## src/rtl/sd_spi_pkg.sv

```systemverilog
// Shared definitions for the SD-card SPI master and its port decoder.
package sd_spi_pkg;

  localparam int HALF_PER_DEFAULT = 1;

  typedef enum logic [1:0] {
    IDLE = 2'd0,
    LOW  = 2'd1,
    HIGH = 2'd2
  } sd_state_t;

endpackage

```

## src/rtl/sd_spi_master_if.sv

```systemverilog
// Byte-transfer handshake and SPI pins between the port decoder and the SD SPI master.
interface sd_spi_master_if;
  logic       sd_start;
  logic [7:0] sd_datain;
  logic [7:0] sd_dataout;
  logic       busy;
  logic       sdclk;
  logic       sddo;
  logic       sddi;

  modport master (
    input  sd_start, sd_datain, sddi,
    output sd_dataout, busy, sdclk, sddo
  );

  modport slave (
    output sd_start, sd_datain, sddi,
    input  sd_dataout, busy, sdclk, sddo
  );
endinterface

```

## src/rtl/sd_spi_master.sv

```systemverilog
// SPI mode-0 byte shifter for an SD card; one 8-bit full-duplex transfer per sd_start.
//
// state | meaning
// IDLE  | sdclk low, sddo high, waiting for sd_start
// LOW   | sdclk low for HALF_PER cycles, current tx bit on sddo
// HIGH  | sdclk high for HALF_PER cycles, sddi sampled on the last cycle
module sd_spi_master
  import sd_spi_pkg::*;
#(
  parameter int HALF_PER = HALF_PER_DEFAULT
) (
  input  logic            fclk,
  input  logic            rst,
  sd_spi_master_if.master sd
);

  localparam logic [7:0] HALF_LAST = 8'(HALF_PER - 1);

  sd_state_t  state;
  logic [7:0] half_cnt;
  logic [2:0] bit_cnt;
  logic [7:0] tx_sr;
  logic [7:0] rx_sr;
  logic [7:0] rx_next;
  logic       phase_end;

  assign rx_next   = {rx_sr[6:0], sd.sddi};
  assign phase_end = (half_cnt == HALF_LAST);

  always_ff @(posedge fclk or posedge rst) begin
    if (rst) begin
      state         <= IDLE;
      half_cnt      <= 8'd0;
      bit_cnt       <= 3'd0;
      tx_sr         <= 8'hFF;
      rx_sr         <= 8'h00;
      sd.sdclk      <= 1'b0;
      sd.sddo       <= 1'b1;
      sd.busy       <= 1'b0;
      sd.sd_dataout <= 8'hFF;
    end else begin
      case (state)
        IDLE: begin
          if (sd.sd_start) begin
            tx_sr    <= sd.sd_datain;
            bit_cnt  <= 3'd0;
            half_cnt <= 8'd0;
            sd.sddo  <= sd.sd_datain[7];
            sd.busy  <= 1'b1;
            state    <= LOW;
          end
        end
        LOW: begin
          if (phase_end) begin
            half_cnt <= 8'd0;
            sd.sdclk <= 1'b1;
            state    <= HIGH;
          end else begin
            half_cnt <= half_cnt + 8'd1;
          end
        end
        HIGH: begin
          if (phase_end) begin
            half_cnt <= 8'd0;
            rx_sr    <= rx_next;
            bit_cnt  <= bit_cnt + 3'd1;
            sd.sdclk <= 1'b0;
            if (bit_cnt == 3'd7) begin
              // rx_next already holds the final sample in its LSB
              sd.sd_dataout <= rx_next;
              sd.busy       <= 1'b0;
              sd.sddo       <= 1'b1;
              state         <= IDLE;
            end else begin
              tx_sr   <= {tx_sr[6:0], 1'b0};
              sd.sddo <= tx_sr[6];
              state   <= LOW;
            end
          end else begin
            half_cnt <= half_cnt + 8'd1;
          end
        end
        default: state <= IDLE;
      endcase
    end
  end

endmodule

```

## src/flat_wrapper.sv

```systemverilog
// flat-port wrapper written by rule: the top's interface ports become plain ports
module sd_spi_master_flat import sd_spi_pkg::*;
#(
  parameter int HALF_PER = HALF_PER_DEFAULT
)
  (fclk, rst, sd_sd_start, sd_sd_datain, sd_sddi, sd_sd_dataout, sd_busy, sd_sdclk, sd_sddo);
  sd_spi_master_if sd_i ();
  input  logic fclk;
  input  logic rst;
  input wire logic [$bits(sd_i.sd_start)-1:0] sd_sd_start;
  input wire logic [$bits(sd_i.sd_datain)-1:0] sd_sd_datain;
  input wire logic [$bits(sd_i.sddi)-1:0] sd_sddi;
  output wire logic [$bits(sd_i.sd_dataout)-1:0] sd_sd_dataout;
  output wire logic [$bits(sd_i.busy)-1:0] sd_busy;
  output wire logic [$bits(sd_i.sdclk)-1:0] sd_sdclk;
  output wire logic [$bits(sd_i.sddo)-1:0] sd_sddo;
  assign sd_i.sd_start = sd_sd_start;
  assign sd_i.sd_datain = sd_sd_datain;
  assign sd_i.sddi = sd_sddi;
  assign sd_sd_dataout = sd_i.sd_dataout;
  assign sd_busy = sd_i.busy;
  assign sd_sdclk = sd_i.sdclk;
  assign sd_sddo = sd_i.sddo;
  sd_spi_master #(.HALF_PER(HALF_PER)) u_core (.fclk(fclk), .rst(rst), .sd(sd_i));
endmodule
```

## config.mk

```make
export PLATFORM = sky130hd
export DESIGN_NAME = sd_spi_master_flat
export DESIGN_NICKNAME = d
export VERILOG_FILES = /design/src/rtl/sd_spi_pkg.sv /design/src/rtl/sd_spi_master_if.sv /design/src/rtl/sd_spi_master.sv /design/src/flat_wrapper.sv
export SDC_FILE = /design/constraint.sdc
export NUM_CORES = 1
export LEC_CHECK = 0
export CORE_UTILIZATION = 25
export CTS_BUF_LIST = sky130_fd_sc_hd__clkbuf_4 sky130_fd_sc_hd__clkbuf_8 sky130_fd_sc_hd__clkbuf_16
export DETAILED_ROUTE_END_ITERATION = 6
export PLACE_DENSITY = 0.39
export SLEW_MARGIN = 20
export SYNTH_ARGS = -nofsm -noshare
export SYNTH_HDL_FRONTEND = slang
export SYNTH_SLANG_ARGS = --single-unit
```

## constraint.sdc

```tcl
create_clock -name fclk -period 2.9 [get_ports fclk]
set_input_delay 0.435 -clock fclk [delete_from_list [all_inputs] [get_ports fclk]]
set_output_delay 0.435 -clock fclk [all_outputs]
set_load 0.05 [all_outputs]
```

==> results of run 1 <==
power by group through the flow:
stage          combinational [mW]  clock [mW]  sequential [mW]
3_5_place_dp                0.870           0            0.832
4_1_cts                     0.875       0.494            0.821
6_report                    0.868       0.473            0.818
3_3_place_gp                0.854           0            0.828
2_1_floorplan               0.606           0            0.888
5_1_grt                     0.945       0.510            0.845
worst max-delay path, stage by stage (launching register included):
cell and delay [ns]:
dfrtp_1 0.44, inv_1 0.08, ha_1 0.13, or4b_1 0.46, or4_1 0.63, o22ai_4 0.40
mux2_4 0.33
cells by family after synthesis:
family                     Yosys count  share of synthesized area (%)
and+or+nand+nor                     51                           13.9
DFF                                 38                           49.7
muxes                               28                           17.3
AOI/OAI and AO/OA                   26                           8.78
buffers and inverters               14                           2.88
adders and majority gates            8                           5.13
xor gates and xnor gates             5                           2.24
through the flow:
step           area [um2]  power, mW  cells
4_1_cts              2410       2.19    295
6_report             2410       2.16    295
5_1_grt              2410       2.30    295
2_1_floorplan        1950       1.49    170
3_5_place_dp         2290       1.70    287
3_3_place_gp         2290       1.68    287
worst max-delay path by stage:
stage	from	to	cells past startpoint	slack, ns
floorplan	u_core.half_cnt[0]	u_core.tx_sr[1]	7	0.59
global placement	u_core.half_cnt[0]	u_core.tx_sr[1]	6	0.41
detailed placement	u_core.half_cnt[0]	u_core.tx_sr[5]	6	0.34
CTS	u_core.half_cnt[0]	u_core.tx_sr[1]	6	0.33
global route	u_core.half_cnt[0]	u_core.tx_sr[4]	6	0.24
finish	u_core.half_cnt[0]	u_core.tx_sr[1]	6	0.35
cells in the mapped netlist, types with 6 or more instances:
library cell   n  share of area (%)
nor2_1         9                1.7
clkbuf_1       7                1.3
ha_1           8                5.1
dfstp_2       16                 22
mux2_4         6                4.6
nand3_1        9                2.3
o21ai_0        9                2.3
dfrtp_1       22                 28
a21oi_1        6                1.5
inv_1          6                1.2
nand2_1       11                2.1
mux2_2        22                 13
registers in the layout, indices dropped and copies added, names as in the netlist:
name / cells
u_core.bit_cnt: 3
u_core.half_cnt: 8
u_core.rx_sr: 7
u_core.sd.busy: 1
u_core.sd.sd_dataout: 8
u_core.sd.sdclk: 1
u_core.sd.sddo: 1
u_core.state: 2
u_core.tx_sr: 7
cell type report:
cell class	count	area share, %
tap	99	5.13
sequential	38	40.2
clock buffer	7	3.73
inverter	6	0.934
multi-input combinational	118	38.3
timing repair buffer	26	10.4
clock inverter	1	1.24
layer usage:
layer | vias to the layer above | wire (um) | track usage, %
li1 | 658 | - | -
met1 | 678 | 1930 | 14.7
met2 | 26 | 1870 | 16.0
met3 | 5 | 161 | 3.20
met4 | 0 | 74 | 4.44
met5 | - | 0 | 0
==> flow_summary.yaml, run 1 <==
sta:
  min_period_ns: 2.55
  finalHoldViolations: 0
  clock_skew_ns: 0.00753
  setup_viol: 0
  fin_ws_ns: 0.354
  setup-tns-final_ns: 0
  slew_viol_final: 0
  grt_setup_unrepaired: "no"
  holdWs_ns: 0.521
  worstMarginPinSlew_ns: 0.496
  post-route-period-util_pct: 87.8
  relSlewSlack_pct: 66.9
  fmax_mhz: 393
status:
  status: "finished, final reports clean"
clocking:
  clk_latency_ns: 0.29
  cts-resized-gates: 0
  clk_pin_slew_ns: 0.07
  cts_tree: "built"
  cts.sinks: 38
  post_cts_buffers: 0
  clk_path_buf_depth: 2
  hold_buffers: 0
  cts_buffers: 5
  cts_root_buf: "clkbuf_8"
  h-tree-depth: 2
grt:
  grt_pass1_vias: 1327
  antenna_found_initial: 0
  grt_util_all_layers_pct: 10.8
  grt_pass1_wl_um: 6890
  grt_max_degree: 39
  grt-ovfl-total: 0
finish:
  num-nets-final: 215
  utilization_pct: 32.6
  nFillCells: 742
  layout_common_cells: "mux2_2 (22), clkdlybuf4s50_1 (22), dfrtp_1 (22)"
  antenna_cells: 0
  area_growth_pct: 23.6
  drive_above_1_share_pct: 29.6
  seq_area_um2: 971
  multi_input_area_um2: 925
hold_path:
  min-delay-start: "u_core.rx_sr[6]"
  hold_class: "register to register"
  hold_depth: 1
  min_to: "u_core.rx_sr[6]"
power_and_ir_drop:
  pwr-share-comb_pct: 40.2
  switching_share_pct: 33.5
  clkPwrFrac_pct: 21.9
  vdd_drop_max_uv: 246
  sequentialPowerShare_pct: 37.9
  p_switching_mw: 0.724
  p_leak_nw: 0.984
  power_density_nw_per_um2: 895
  internal_power_mw: 1.43
logic_synthesis:
  synth_edf_count: 0
  ys_types: 35
  synth-main-ff-cell: "dfrtp_1"
  async_reset_ff_share_pct: 100
  syn-num-nets: 190
  syn_inst: 170
  synth-seq-area-share_pct: 49.7
  synth_area_um2: 1950
  ys.warnings.count: 0
  syn_avg_cell_area_um2: 11.5
  ys_ff_latch: 38
critical_path:
  cp.arrival_ns: 2.76
  worstSetupEndpointType: "register"
  required_ns: 3.11
  reg2reg_to: "u_core.tx_sr[1]"
  cp_max_fo: 9
  r2r-start: "u_core.half_cnt[0]"
  critical_path_class: "register to register"
  rrSetupSlack_ns: 0.35
  cp-start-kind: "register"
  reg2reg_depth: 6
flow_run:
  drv_cap: 0
floorplanning:
  io_pins: 23
  rows: 31
  dieArea_um2: 8160
  start_util_pct: 26.3
  coreArea_um2: 7410
  die_h_um: 90.4
  fp.dieW_um: 90.4
routing:
  avgRoutedWirePerCell_um: 13.7
  drc: 0
  routed_via_density: 4.63
  antenna_left: 0
  drt_wl_total_um: 4040
  drtIter0Drc: 68
  dr.pass1.iters: 4
  vias: 1367
placed_design:
  gp_congestion: 0.855
  place_hpwl_um: 2830
  port_buffers: 22
  place_ws_ns: 0.342
No activity file was read; power rests on OpenSTA's default activity.
==> inputs of run 2 (changes only) <==
--- a/config.mk
+++ b/config.mk
@@ -8,7 +8,8 @@
 export CORE_UTILIZATION = 25
 export CTS_BUF_LIST = sky130_fd_sc_hd__clkbuf_4 sky130_fd_sc_hd__clkbuf_8 sky130_fd_sc_hd__clkbuf_16
 export DETAILED_ROUTE_END_ITERATION = 6
-export PLACE_DENSITY = 0.39
+export GPL_ROUTABILITY_DRIVEN = 0
+export PLACE_DENSITY = 0.4
 export SLEW_MARGIN = 20
 export SYNTH_ARGS = -nofsm -noshare
 export SYNTH_HDL_FRONTEND = slang
==> constraint.sdc (replaced) <==
create_clock -name fclk -period 2.2 [get_ports fclk]
set_input_delay 0.33 -clock fclk [delete_from_list [all_inputs] [get_ports fclk]]
set_output_delay 0.33 -clock fclk [all_outputs]
set_load 0.05 [all_outputs]
==> run 2 against run 1 <==
  * The run now ends with setup timing left
  * Flip-flop and latch count is the same
  * Design area rose by 3.3%
  * First-iteration DRC count is 46% lower
  * Combinational power increased by 38%
  * Utilization up 1.1 points
  * Critical path depth stayed put
  * Global-route usage rose by 0.93 points
  * Hold slack got worse by 0.067 ns
  * Sequential power grew 33%
  * Register-to-register slack got worse by 0.41 ns
==> flow_summary.yaml, run 2 (same netlist as run 1, synthesis figures left out) <==
floorplanning:
  die_h_um: 90.4
  coreArea_um2: 7410
  start_util_pct: 26.3
  io_pins: 23
  fp.dieW_um: 90.4
  rows: 31
  dieArea_um2: 8160
critical_path:
  reg2reg_depth: 6
  required_ns: 2.42
  crit_path_end: "u_core.tx_sr[4]"
  reg2reg_to: "u_core.tx_sr[4]"
  critical_path_class: "register to register"
  startpoint: "u_core.half_cnt[1]"
  cp_num_buf_inv: 1
  r2r-start: "u_core.half_cnt[1]"
  rrSetupSlack_ns: -0.05
  cp_slowest_cell: "or4b_4"
  cp.arrival_ns: 2.47
  cp_max_fo: 6
  path_delay_family: "simple AND/OR/NAND/NOR gates"
  path_cells: "inv_2 -> ha_4 -> or4b_4 -> or4_4 -> o22ai_4 -> mux2_4"
  critPathMaxStageDelay_ns: 0.48
  path_depth: 6
  cp-start-kind: "register"
  worstSetupEndpointType: "register"
grt:
  grt_pass1_vias: 1511
  grt_util_all_layers_pct: 11.8
  grt_pass1_wl_um: 7550
  grt-ovfl-total: 0
  grt_max_degree: 39
  antenna_found_initial: 0
finish:
  stdcell_area_um2: 2490
  area_growth_pct: 27.6
  nFillCells: 753
  instances_no_fill: 305
  layout_common_cells: "mux2_2 (22), clkdlybuf4s50_1 (22), dfrtp_1 (22)"
  largest_registers: "u_core.half_cnt x8, u_core.sd.sd_dataout x8"
  drive_above_1_share_pct: 36.9
  antenna_cells: 0
  num-nets-final: 225
  utilization_pct: 33.6
hold_path:
  hold_class: "primary input to async pin"
clocking:
  post_cts_buffers: 0
  clk_pin_slew_ns: 0.08
  hold_buffers: 0
  clk_path_buf_depth: 2
  cts.sinks: 38
  cts_tree: "built"
  clk_latency_ns: 0.29
  h-tree-depth: 2
  cts_buffers: 5
  cts_root_buf: "clkbuf_8"
power_and_ir_drop:
  vdd_drop_max_uv: 328
  p_leak_nw: 1.03
  total_power_mw: 2.76
  power_density_nw_per_um2: 1110
sta:
  slew_viol_final: 0
  clock_skew_ns: 0.00746
  post-route-period-util_pct: 102
  fin_ws_ns: -0.0523
  relSlewSlack_pct: 65.8
  setup-tns-final_ns: -0.297
  min_period_ns: 2.25
  setup_viol: 6
  finalHoldViolations: 0
  worstMarginPinSlew_ns: 0.512
  fmax_mhz: 444
  holdWs_ns: 0.454
  grt_setup_unrepaired: "yes"
placed_design:
  place_ws_ns: -0.0256
  place_inst: 297
  place_hpwl_um: 3090
  placed_cell_area_um2: 2370
  port_buffers: 22
status:
  violations: "setup timing"
  status: "finished, violations left"
routing:
  drtIter0Drc: 37
  drt_wl_total_um: 4360
  avgRoutedWirePerCell_um: 14.3
  routed_via_density: 4.62
  antenna_left: 0
  drc: 0
  dr.pass1.iters: 4
  vias: 1410
flow_run:
  drv_cap: 0
[run 2: cell types whose count changed in the layout (fill, tap and decap cells not counted), sizes merged]
cell    before  now
clkbuf       7    6
clkinv       0    2
bufinv       1    0
buf          4   14
[run 2: per-layer routing]
metal,part of all wire (%),GRT usage [%],up-vias
li1,-,-,678
met1,47,15.1,694
met4,1.7,4.84,0
met3,3.4,3.03,7
met5,0,0,-
met2,47,18.8,31
[run 2: worst min path at each step]
stage / from / to / depth (start not counted)
floorplan: u_core.rx_sr[6] / u_core.rx_sr[6] / 1
global placement: u_core.rx_sr[6] / u_core.rx_sr[6] / 1
detailed placement: u_core.rx_sr[6] / u_core.rx_sr[6] / 1
CTS: rst / u_core.rx_sr[0] / 3
global route: rst / u_core.rx_sr[0] / 3
finish: rst / u_core.rx_sr[1] / 3
[run 2: layout make-up]
type                       instances  area [um2]  share of cell area (%)
multi-input combinational        118         962                    38.6
inverter                           6        22.5                   0.904
clock inverter                     2        10.0                   0.402
clock buffer                       6        76.3                    3.06
timing repair buffer              36         325                    13.1
tap                               99         124                    4.97
sequential                        38         971                    39.0
[run 2: report_power, final]
group	internal (mW)	leakage [nW]	total (mW)	switching, mW
sequential	0.961	0.447	1.09	0.125
combinational	0.593	0.532	1.20	0.611
clock	0.232	0.0484	0.474	0.242
[run 2: worst register-to-register path: cells and delay by family (launching register included)]
family                     cells  cell delay (ns)
adders and majority gates      1             0.12
muxes                          1             0.34
and+or+nand+nor                2             0.93
buffers and inverters          1             0.08
AOI/OAI and AO/OA              1             0.32
DFF                            1             0.40
[run 2: repair_timing]
item                                    in CTS  in global routing
endpoints found under the hold margin        0                  0
gates resized for setup                      4                  4
endpoints found under the setup margin       6                 30
